$ cat src/rtl/bit_serializer_pkg.sv
// Shared state encodings and sizing helper for the serial feeder.
// Optional parity slot is enabled with SER_PARITY_EN.
package bit_serializer_pkg;

   typedef enum logic [1:0] {
      S_IDLE  = 2'b00,
      S_SHIFT = 2'b01,
      S_PAR   = 2'b11
   } ser_state_e;

   function automatic int ser_cnt_w(input int w);
      return (w <= 2) ? 1 : $clog2(w);
   endfunction

endpackage

$ cat src/rtl/bit_serializer.sv
// Parallel-to-serial feeder with zero-gap back-to-back words.
// Define SER_PARITY_EN to append an even-parity bit after each word.
module bit_serializer
   import bit_serializer_pkg::*;
#(
   parameter int WIDTH     = 8,
   parameter bit MSB_FIRST = 1'b1
) (
   input  logic             clk,
   input  logic             rst,
   input  logic [WIDTH-1:0] din,
   input  logic             din_valid,
   output logic             din_ready,
   input  logic             bit_en,
   output logic             bit_out,
   output logic             bit_valid,
   output logic             busy
);

   localparam int            CW   = ser_cnt_w(WIDTH);
   localparam logic [CW-1:0] LAST = CW'(WIDTH - 1);

   ser_state_e       r_state;
   logic [WIDTH-1:0] r_shreg;
   logic [CW-1:0]    r_cnt;
`ifdef SER_PARITY_EN
   logic             r_par;
`endif

   logic             w_head;
   logic             w_last;
   logic             w_load;
   logic [WIDTH-1:0] w_shift;

   assign w_head  = MSB_FIRST ? r_shreg[WIDTH-1] : r_shreg[0];
   assign w_shift = MSB_FIRST ? {r_shreg[WIDTH-2:0], 1'b0}
                              : {1'b0, r_shreg[WIDTH-1:1]};
   assign w_last  = (r_state == S_SHIFT) && bit_en && (r_cnt == LAST);

`ifdef SER_PARITY_EN
   assign din_ready = (r_state == S_IDLE) ||
                      ((r_state == S_PAR) && bit_en);
`else
   assign din_ready = (r_state == S_IDLE) || w_last;
`endif

   assign w_load    = din_valid && din_ready;
   assign busy      = (r_state != S_IDLE);
   assign bit_valid = busy && bit_en;

   // Output bit comes only from registers, never from din.
   always_comb begin
      bit_out = 1'b0;
      case (r_state)
         S_SHIFT: bit_out = w_head;
`ifdef SER_PARITY_EN
         S_PAR:   bit_out = r_par;
`endif
         default: bit_out = 1'b0;
      endcase
   end

   always_ff @(posedge clk) begin
      if (!rst) begin
         r_state <= S_IDLE;
         r_shreg <= '0;
         r_cnt   <= '0;
`ifdef SER_PARITY_EN
         r_par   <= 1'b0;
`endif
      end else if (w_load) begin
         r_state <= S_SHIFT;
         r_shreg <= din;
         r_cnt   <= '0;
`ifdef SER_PARITY_EN
         r_par   <= ^din;
`endif
      end else begin
         case (r_state)
            S_SHIFT: begin
               if (bit_en) begin
                  r_shreg <= w_shift;
                  r_cnt   <= r_cnt + 1'b1;
`ifdef SER_PARITY_EN
                  if (w_last) r_state <= S_PAR;
`else
                  if (w_last) r_state <= S_IDLE;
`endif
               end
            end
`ifdef SER_PARITY_EN
            S_PAR: begin
               if (bit_en) r_state <= S_IDLE;
            end
`endif
            default: r_state <= r_state;
         endcase
      end
   end

endmodule

$ cat config.mk
export PLATFORM = sky130hd
export DESIGN_NAME = bit_serializer
export DESIGN_NICKNAME = d
export VERILOG_FILES = /design/src/rtl/bit_serializer_pkg.sv /design/src/rtl/bit_serializer.sv
export SDC_FILE = /design/constraint.sdc
export NUM_CORES = 1
export LEC_CHECK = 0
export ABC_CLOCK_PERIOD_IN_PS = 1400
export BUFFER_PORTS_ARGS = -buffer_cell sky130_fd_sc_hd__buf_2
export CELL_PAD_IN_SITES_DETAIL_PLACEMENT = 0
export CELL_PAD_IN_SITES_GLOBAL_PLACEMENT = 2
export CORE_MARGIN = 5
export CORE_UTILIZATION = 32
export CTS_CLUSTER_DIAMETER = 40
export DETAILED_ROUTE_END_ITERATION = 16
export GPL_TIMING_DRIVEN = 0
export HOLD_SLACK_MARGIN = 0.08
export PLACE_DENSITY_LB_ADDON = 0.1
export RECOVER_POWER = 50
export SLEW_MARGIN = 5
export SYNTH_ARGS = -nofsm -noshare
export SYNTH_HDL_FRONTEND = slang
export SYNTH_SLANG_ARGS = --single-unit
$ cat constraint.sdc
create_clock -name clk -period 1.4 [get_ports clk]
set_input_delay 0 -clock clk [delete_from_list [all_inputs] [get_ports clk]]
set_output_delay 0 -clock clk [all_outputs]
set_load 0.01 [all_outputs]
## Word-level counts from Yosys, hierarchy flattened

Cells that the tools add are included.

- Flip-flop bits (word level): 12
- Input bits: 12
- Logic and storage cells: 26

- $add $sub $neg: 1
- Equal/unequal tests: 1
- Multiplexer cells: 8
- Bitwise operators: 1
- Reduce and logical (&&, ||, !) cells: 12

Operators with widths:

| kind | number |
|---|---|
| 8-bit 2-to-1 mux | 3 |
| 2-bit nonzero test | 3 |
| 1-bit 2-to-1 mux | 5 |
| 2-bit AND reduction | 2 |
| 3-bit by 1-bit adder with 3-bit output, second input constant | 1 |
| 3-bit equality test, second input constant | 1 |
| 1-bit logical AND | 3 |
| 3-bit AND reduction | 1 |
| 2-bit logical NOT | 1 |
| 2-bit OR reduction | 1 |
| 1-bit logical OR | 1 |
| 1-bit NOT | 1 |

## Longest topological paths before layout

Gate-level depths: netlist of run 1.

- Word-level depth: 6
- Gate-level depth with buffers: 5
- Depth with buffers taken out: 5

## Worst setup path after synthesis of run 1

No wires, ideal clock.

- Path type: reg-to-reg
- Start: register r_cnt[0]
- End: register r_shreg[0]
- Data arrival time: 1.103 ns
- Required time: 1.285 ns
- Setup slack: 0.182 ns
- Stages on the path, launching flop included: 6
- Buffers on the path: 0
- Period minus slack after synthesis: 1.218 ns
- Cell sequence: dfxtp_1 > ha_1 > ha_1 > nand2_4 > o22ai_1 > o21a_1

- Longest elaborated chain between the ends: 6

RTL lines:

| what | RTL line | source |
|---|---|---|
| start: declaration | bit_serializer.sv:25 | `logic [CW-1:0] r_cnt;` |
| start signal: assignment | bit_serializer.sv:83 | `r_cnt <= r_cnt + 1'b1;` |
| 3-bit equality test * | bit_serializer.sv:38 | `assign w_last = (r_state == S_SHIFT) && bit_en && (r_cnt == LAST);` |
| 1-bit logical AND * | bit_serializer.sv:38 |  |
| 1-bit logical OR * | bit_serializer.sv:44 | `assign din_ready = (r_state == S_IDLE) \|\| w_last;` |
| 1-bit logical AND * | bit_serializer.sv:47 | `assign w_load = din_valid && din_ready;` |
| 2-bit nonzero test (no line) | -- |  |
| 2-bit AND reduction (no line) | -- |  |
| end signal: assignment | bit_serializer.sv:73 | `r_shreg <= din;` |
| end signal: assignment | bit_serializer.sv:82 | `r_shreg <= w_shift;` |
| end: declaration | bit_serializer.sv:24 | `logic [WIDTH-1:0] r_shreg;` |

Mark *: on every way between the ends. The rest lies on a longest branch, timed or not.
A chain may end at the register's enable or synchronous reset.

## Worst setup path after layout of run 1

- Start: register r_cnt[0]
- End: output port din_ready

- Longest elaborated chain between the ends: 3

RTL lines:

| what | RTL line | source |
|---|---|---|
| 3-bit equality test | bit_serializer.sv:38 |  |
| 1-bit logical AND | bit_serializer.sv:38 |  |
| 1-bit logical OR | bit_serializer.sv:44 |  |
| end: declaration | bit_serializer.sv:13 | `output logic din_ready,` |

No other way between the ends.

==> results of run 1 <==
how the worst max path moves through the flow:
stage | end | start | cells past startpoint | slack [ns]
global placement | r_shreg[4]$_SDFFE_PN0P_ | r_cnt[0]$_SDFFE_PP0P_ | 5 | 0.07
detailed placement | r_shreg[3]$_SDFFE_PN0P_ | r_cnt[0]$_SDFFE_PP0P_ | 5 | 0.06
global route | din_ready | r_cnt[0]$_SDFFE_PP0P_ | 5 | 0.01
finish | din_ready | r_cnt[0]$_SDFFE_PP0P_ | 5 | 0.1
CTS | r_cnt[0]$_SDFFE_PP0P_ | r_cnt[0]$_SDFFE_PP0P_ | 6 | 0.02
floorplan | r_shreg[0]$_SDFFE_PN0P_ | r_cnt[0]$_SDFFE_PP0P_ | 5 | 0.18
layout by cell type (no fill, tap or decap), types with 2 or more instances in the layout:
master,synthesis,final
mux2_4,5,5
buf_4,1,2
buf_6,3,3
clkbuf_4,0,3
nor2_1,2,2
buf_2,1,12
o221ai_1,3,3
or2b_1,2,2
dfxtp_1,12,12
a21oi_1,9,9
nand2_1,4,4
nand2b_1,6,6
o21a_1,2,2
o221ai_2,4,4
inv_1,3,3
nand3_1,2,2
mux2i_1,8,8
dlygate4sd3_1,0,9
critical path: cells and delay by family, from the launching register on:
family	cells	cell delay, ns
adder cells (fa/ha/maj)	2	0.37
buffers and inverters	2	0.18
AO/OA/AOI/OAI	1	0.14
flip-flops	1	0.33
final cells by class:
| cell class | instances | area (um^2) | share of cell area [%] |
|---|---|---|---|
| Inverter | 3 | 11.26 | 1.090 |
| Buffer | 6 | 66.31 | 6.416 |
| Tap cell | 30 | 37.54 | 3.632 |
| Timing Repair Buffer | 22 | 156.4 | 15.13 |
| Multi-Input combinational cell | 56 | 485.5 | 46.97 |
| Clock buffer | 4 | 36.28 | 3.511 |
| Sequential cell | 12 | 240.2 | 23.24 |
per-layer routing:
layer  wire length, um  track usage (%)  part of all wire (%)
met5                 0                0                     0
met1               881            14.75                    49
met2               852            18.72                    47
met4                13            5.696                  0.72
met3                55            1.961                   3.1
logic make-up (layout without fill, tap and decap cells):
logic type / after synthesis / after routing / synth area share, %
fa+ha+maj: 2 / 2 / 3.189
flops: 12 / 12 / 30.62
compound gates: 21 / 21 / 21.53
xor+xnor: 1 / 1 / 1.117
simple gates: 19 / 19 / 13.88
mux: 13 / 13 / 19.78
buf+inv: 9 / 35 / 9.888
report_power, final:
| group | switching [W] | internal, W | total [W] |
|---|---|---|---|
| clock | 0.000123 | 0.000158 | 0.000280 |
| combinational | 0.0000959 | 0.000115 | 0.000211 |
| sequential | 0.0000118 | 0.000365 | 0.000377 |
| total | 0.000230 | 0.000638 | 0.000868 |
state kept, by name, summed over array words and instances (netlist names):
name	cells
r_cnt	3
r_state	1
r_shreg	8
stage by stage:
step / std cells / setup WS (ns)
finish: 133 / 0.09566
global route: 133 / 0.01369
CTS: 133 / 0.01603
detailed placement: 119 / 0.05655
global placement: 119 / 0.07254
floorplan: 77 / 0.1823
what timing repair did:
item | CTS | global route
hold endpoints to repair | 9 | 0
buffers inserted | 1 | 0
gates resized for setup | 1 | 3
pin swaps | 1 | 1
setup endpoints to repair | 1 | 6
hold buffers | 9 | 0
==> results.py, run 1 <==
metrics = {
    "status": {
        "status": "finished, final reports clean",
    },
    "placed_design": {
        "hpwl_um": 1259,
        "io_buffers": 12,
        "gp_congestion": 0.6890,
        "placed_area_um2": 882.1,
    },
    "pwr": {
        "p_leak_nw": 0.4829,
        "ir_drop_mv": 0.4669,
        "total_power_w": 0.0008684,
        "powerDensity_nw_per_um2": 840.2,
    },
    "floorplanning": {
        "die-area_um2": 3542,
        "die_w_um": 59.52,
        "start_util_pct": 32.55,
        "core-area_um2": 2410,
        "rows": 18,
        "fp.dieH_um": 59.52,
        "pin_count": 16,
    },
    "cts": {
        "cts_made_buffers": 3,
        "cts_tree": "built",
        "clkSinkCount": 12,
        "worstSkewPairLatency_ns": 0.27,
        "ctsLongestPathBuffers": 2,
        "path_clk_slew_ns": 0.09,
        "cts-root-buf": "clkbuf_4",
        "htreeDepth": 1,
    },
    "sta": {
        "tightestPinTransition_ns": 0.2344,
        "max_freq_mhz": 766.7,
        "finClkSkew_ns": 0.009545,
        "rsz0062_at_grt": "no",
        "final-hold-violation-count": 0,
        "finalMaxSlewViolations": 0,
        "tns_ns": 0,
        "timing.hold.ws_ns": 0.08715,
        "finalCritPeriodShare_pct": 93.17,
        "slew_headroom_pct": 84.37,
        "finalSetupViolations": 0,
        "post-route-min-period_ns": 1.304,
    },
    "global_route": {
        "first_global_vias": 668,
        "grt_pass1_wl_um": 3042,
        "antenna_found_initial": 0,
        "overflow": 0,
        "grt_use_total_pct": 11.58,
        "grt_max_degree": 11,
    },
    "finish": {
        "antenna_cells": 0,
        "final_nets": 118,
        "filler_cell_count": 241,
        "post-route-util_pct": 42.89,
        "final_area_um2": 1033,
        "layout-drive-gt1-share_pct": 35.92,
        "area_growth_pct": 31.74,
    },
    "hold_path": {
        "hold_class": "input port to flop",
        "min-delay-start": "din[0]",
        "holdPathStages": 4,
        "whs_endpoint": "r_shreg[0]$_SDFFE_PN0P_",
    },
    "setup_path": {
        "critPathKind": "flop to output port",
        "rr_worst_depth": 5,
        "required_ns": 1.40,
        "arrival_ns": 1.30,
        "r2r_end": "r_shreg[3]$_SDFFE_PN0P_",
        "r2r_start": "r_cnt[0]$_SDFFE_PP0P_",
        "setup.worst_path.start_class": "flop",
        "max_stage_delay_ns": 0.33,
        "crit_fanout": 2,
        "r2r_slack_ns": 0.12,
        "cp_cell_sequence": "ha_2 > ha_4 > a21boi_2 > inv_1 > buf_2",
        "crit_slowest_cell": "dfxtp_1",
        "cp-end-kind": "output port",
    },
    "detailed_routing": {
        "routedWlPerCell_um": 13.55,
        "dr.first_iter.drc_count": 8,
        "num_vias": 652,
        "viasPerCell": 4.902,
        "drt_wl_total_um": 1802,
        "drt_pass1_iterations": 4,
        "drc": 0,
        "antenna_left": 0,
    },
    "logic_synthesis": {
        "synth_edf_count": 0,
        "ys_seq_elements": 12,
        "async_reset_ff_share_pct": 0,
        "synthFlopType": "dfxtp_1",
        "ys.warnings.count": 0,
        "yosysUniqueCellTypes": 25,
        "syn_area_um2": 784.5,
        "synth.largest_area_cell": "dfxtp_1",
        "post-synth-top-count-cell": "dfxtp_1",
        "syn-num-nets": 91,
        "postSynthAreaPerCell_um2": 10.19,
        "yosys-top-cells-area": "dfxtp_1, mux2i_1, mux2_4, o221ai_2, a21oi_1",
        "synthDominantCellAreaShare_pct": 30.62,
        "seq_area_frac_synth_pct": 30.62,
        "synthTopCellsByCount": "dfxtp_1, a21oi_1, mux2i_1",
        "synthCells": 77,
    },
    "run": {
        "drv_cap": 0,
    },
}
No activity file was read; power rests on OpenSTA's default activity.
==> run 2: changes to the inputs <==
--- a/config.mk
+++ b/config.mk
@@ -17,3 +17,3 @@
 export HOLD_SLACK_MARGIN = 0.08
-export PLACE_DENSITY_LB_ADDON = 0.1
+export PLACE_DENSITY_LB_ADDON = 0.12
 export RECOVER_POWER = 50
==> constraint.sdc (replaced) <==
create_clock -name clk -period 1.4 [get_ports clk]
set_input_delay 0.07 -clock clk [delete_from_list [all_inputs] [get_ports clk]]
set_output_delay 0.07 -clock clk [all_outputs]
set_load 0.01 [all_outputs]
==> run 2 against run 1 <==
  * Die area is the same
  * Sequential power is essentially flat
  * Final cell count shrank 6.8%
  * Worst setup slack lost 0.017 ns
  * Non-clock buffer count shrank 8
  * Routed wire length shrank 1.6%
  * Via count shrank 4.9%
  * Clock power shrank 21%
  * Global-route usage shrank 0.49 points
  * Critical path type unchanged
  * Highest routed layer unchanged
==> results.py, run 2 (same netlist as run 1, synthesis figures left out) <==
metrics = {
    "setup_path": {
        "crit_fanout": 2,
        "setup.worst_path.start_class": "flop",
        "cp_cell_sequence": "ha_4 > ha_4 > a21boi_2 > inv_1 > buf_2",
        "cp-end-kind": "output port",
        "max_stage_delay_ns": 0.34,
        "r2r_slack_ns": 0.08,
        "crit_cells": 5,
        "required_ns": 1.33,
        "crit_top_cell": "ha_4",
        "crit_family": "flip-flops",
        "critPathKind": "flop to output port",
        "endpoint": "din_ready",
        "r2r_end": "r_shreg[1]$_SDFFE_PN0P_",
        "arrival_ns": 1.25,
        "crit_slowest_cell": "dfxtp_1",
        "crit_start": "r_cnt[1]$_SDFFE_PP0P_",
        "rr_worst_depth": 5,
        "r2r_start": "r_cnt[1]$_SDFFE_PP0P_",
        "cp.buffers_inverters": 2,
    },
    "finish": {
        "reg_top3": "r_shreg: 8 flops, r_cnt: 3 flops, r_state: 1 flops",
        "multi_input_area_um2": 486.7,
        "antenna_cells": 0,
        "largest_reg_flops": 8,
        "mostFrequentLayoutCell": "buf_2",
        "regArea_um2": 241.5,
        "layout_common_cells": "buf_2, dfxtp_1, a21oi_1",
        "layout-drive-gt1-share_pct": 38.30,
        "max_flop_register": "r_shreg",
        "fin_cells": 124,
        "post-route-util_pct": 39.10,
        "area_growth_pct": 20.10,
        "filler_cell_count": 256,
        "final_nets": 110,
    },
    "detailed_routing": {
        "routedWlPerCell_um": 14.31,
        "drt_pass1_iterations": 4,
        "antenna_left": 0,
        "dr.first_iter.drc_count": 14,
        "drc": 0,
        "num_vias": 620,
        "viasPerCell": 5.000,
        "drt_wl_total_um": 1774,
    },
    "global_route": {
        "grt_max_degree": 11,
        "first_global_vias": 629,
        "grtUsageMet3_pct": 4.793,
        "grt_pass1_wl_um": 2918,
        "met2_usage_pct": 17.63,
        "antenna_found_initial": 0,
        "met1_usage_pct": 14.10,
        "busiest_layer": "met2",
        "grt_use_total_pct": 11.09,
        "overflow": 0,
    },
    "sta": {
        "post-route-min-period_ns": 1.321,
        "rsz0062_at_grt": "no",
        "finalSetupViolations": 0,
        "tightestPinTransition_ns": 0.2819,
        "finClkSkew_ns": 0.001343,
        "finalCritPeriodShare_pct": 94.38,
        "finalMaxSlewViolations": 0,
        "final-hold-violation-count": 0,
        "slew_headroom_pct": 81.14,
        "tns_ns": 0,
        "max_freq_mhz": 756.8,
    },
    "hold_path": {
        "hold_class": "input port to flop",
    },
    "pwr": {
        "ir_drop_mv": 0.5119,
        "total_power_w": 0.0007883,
        "p_sw_w": 0.0002230,
        "power.internal_w": 0.0005653,
        "pwr-share-seq_pct": 48.1,
        "powerDensity_nw_per_um2": 836.7,
        "clkPwrFrac_pct": 27.9,
        "p_leak_nw": 0.4336,
        "pwr-share-comb_pct": 24.1,
        "swShare_pct": 28.29,
    },
    "floorplanning": {
        "core-area_um2": 2410,
        "die-area_um2": 3542,
        "die_w_um": 59.52,
        "start_util_pct": 32.55,
        "fp.dieH_um": 59.52,
        "pin_count": 16,
        "rows": 18,
    },
    "placed_design": {
        "gp_congestion": 0.7048,
        "place_inst": 119,
        "hpwl_um": 1211,
        "io_buffers": 12,
    },
    "run": {
        "drv_cap": 0,
    },
    "cts": {
        "ctsLongestPathBuffers": 2,
        "htreeDepth": 1,
        "worstSkewPairLatency_ns": 0.27,
        "cts-root-buf": "clkbuf_4",
        "clkSinkCount": 12,
        "path_clk_slew_ns": 0.08,
        "cts_tree": "built",
        "cts_made_buffers": 3,
    },
    "status": {
        "status": "finished, final reports clean",
    },
}
==> run 2: worst register-to-register path, stage by stage (launching register included) <==
cell,delay [ns]
dfxtp_1,0.34
ha_4,0.17
ha_4,0.16
nand2_2,0.22
mux2i_1,0.23
a21oi_1,0.08
==> run 2: through the flow <==
step	cell area, um^2	hold WS (ns)	setup WS [ns]
4_1_cts	937.1	0.09588	0.01562
5_1_grt	942.2	0.1064	0.008919
2_1_floorplan	784.5	0.2671	0.1823
3_5_place_dp	882.1	0.3514	0.08052
6_report	942.2	0.09498	0.07869
3_3_place_gp	882.1	0.3499	0.08507
==> run 2: cell type report <==
cell class	instances	area share, %
Buffer	6	7.039
Clock buffer	3	2.390
Inverter	3	1.195
Multi-Input combinational cell	56	51.66
Sequential cell	12	25.63
Tap cell	30	3.984
Timing Repair Buffer	14	8.101
==> run 2: how the worst min path moves through the flow <==
stage	end	slack, ns	from	depth (start not counted)
2_1_floorplan	r_shreg[1]$_SDFFE_PN0P_	0.27	din[1]	2
3_3_place_gp	r_shreg[4]$_SDFFE_PN0P_	0.35	rst	3
3_5_place_dp	r_shreg[3]$_SDFFE_PN0P_	0.35	rst	3
4_1_cts	r_shreg[6]$_SDFFE_PN0P_	0.1	din[6]	3
5_1_grt	r_state[0]$_SDFFE_PN0P_	0.11	din_valid	2
6_report	r_shreg[6]$_SDFFE_PN0P_	0.09	din[6]	3
==> run 2: repair_timing <==
item,4_1_cts,5_1_grt
hold buffers,1,0
pin swaps,1,1
gates resized for setup,3,2
hold endpoints to repair,8,0
setup buffers,1,0
endpoints found under the setup margin,1,1
==> run 2: power groups by stage <==
stage                     logic [W]  registers, W  clock network, W
after floorplan            0.000142      0.000384                 0
after global placement     0.000188      0.000385                 0
after detailed placement   0.000187      0.000386                 0
after CTS                  0.000193      0.000378          0.000228
after global routing       0.000209      0.000383          0.000248
final                      0.000190      0.000379          0.000220
==> run 2: per-layer routing <==
metal | routed length [um] | part of all wire (%)
met5 | 0 | 0
met4 | 15 | 0.85
met3 | 92 | 5.2
met2 | 848 | 48
met1 | 817 | 46
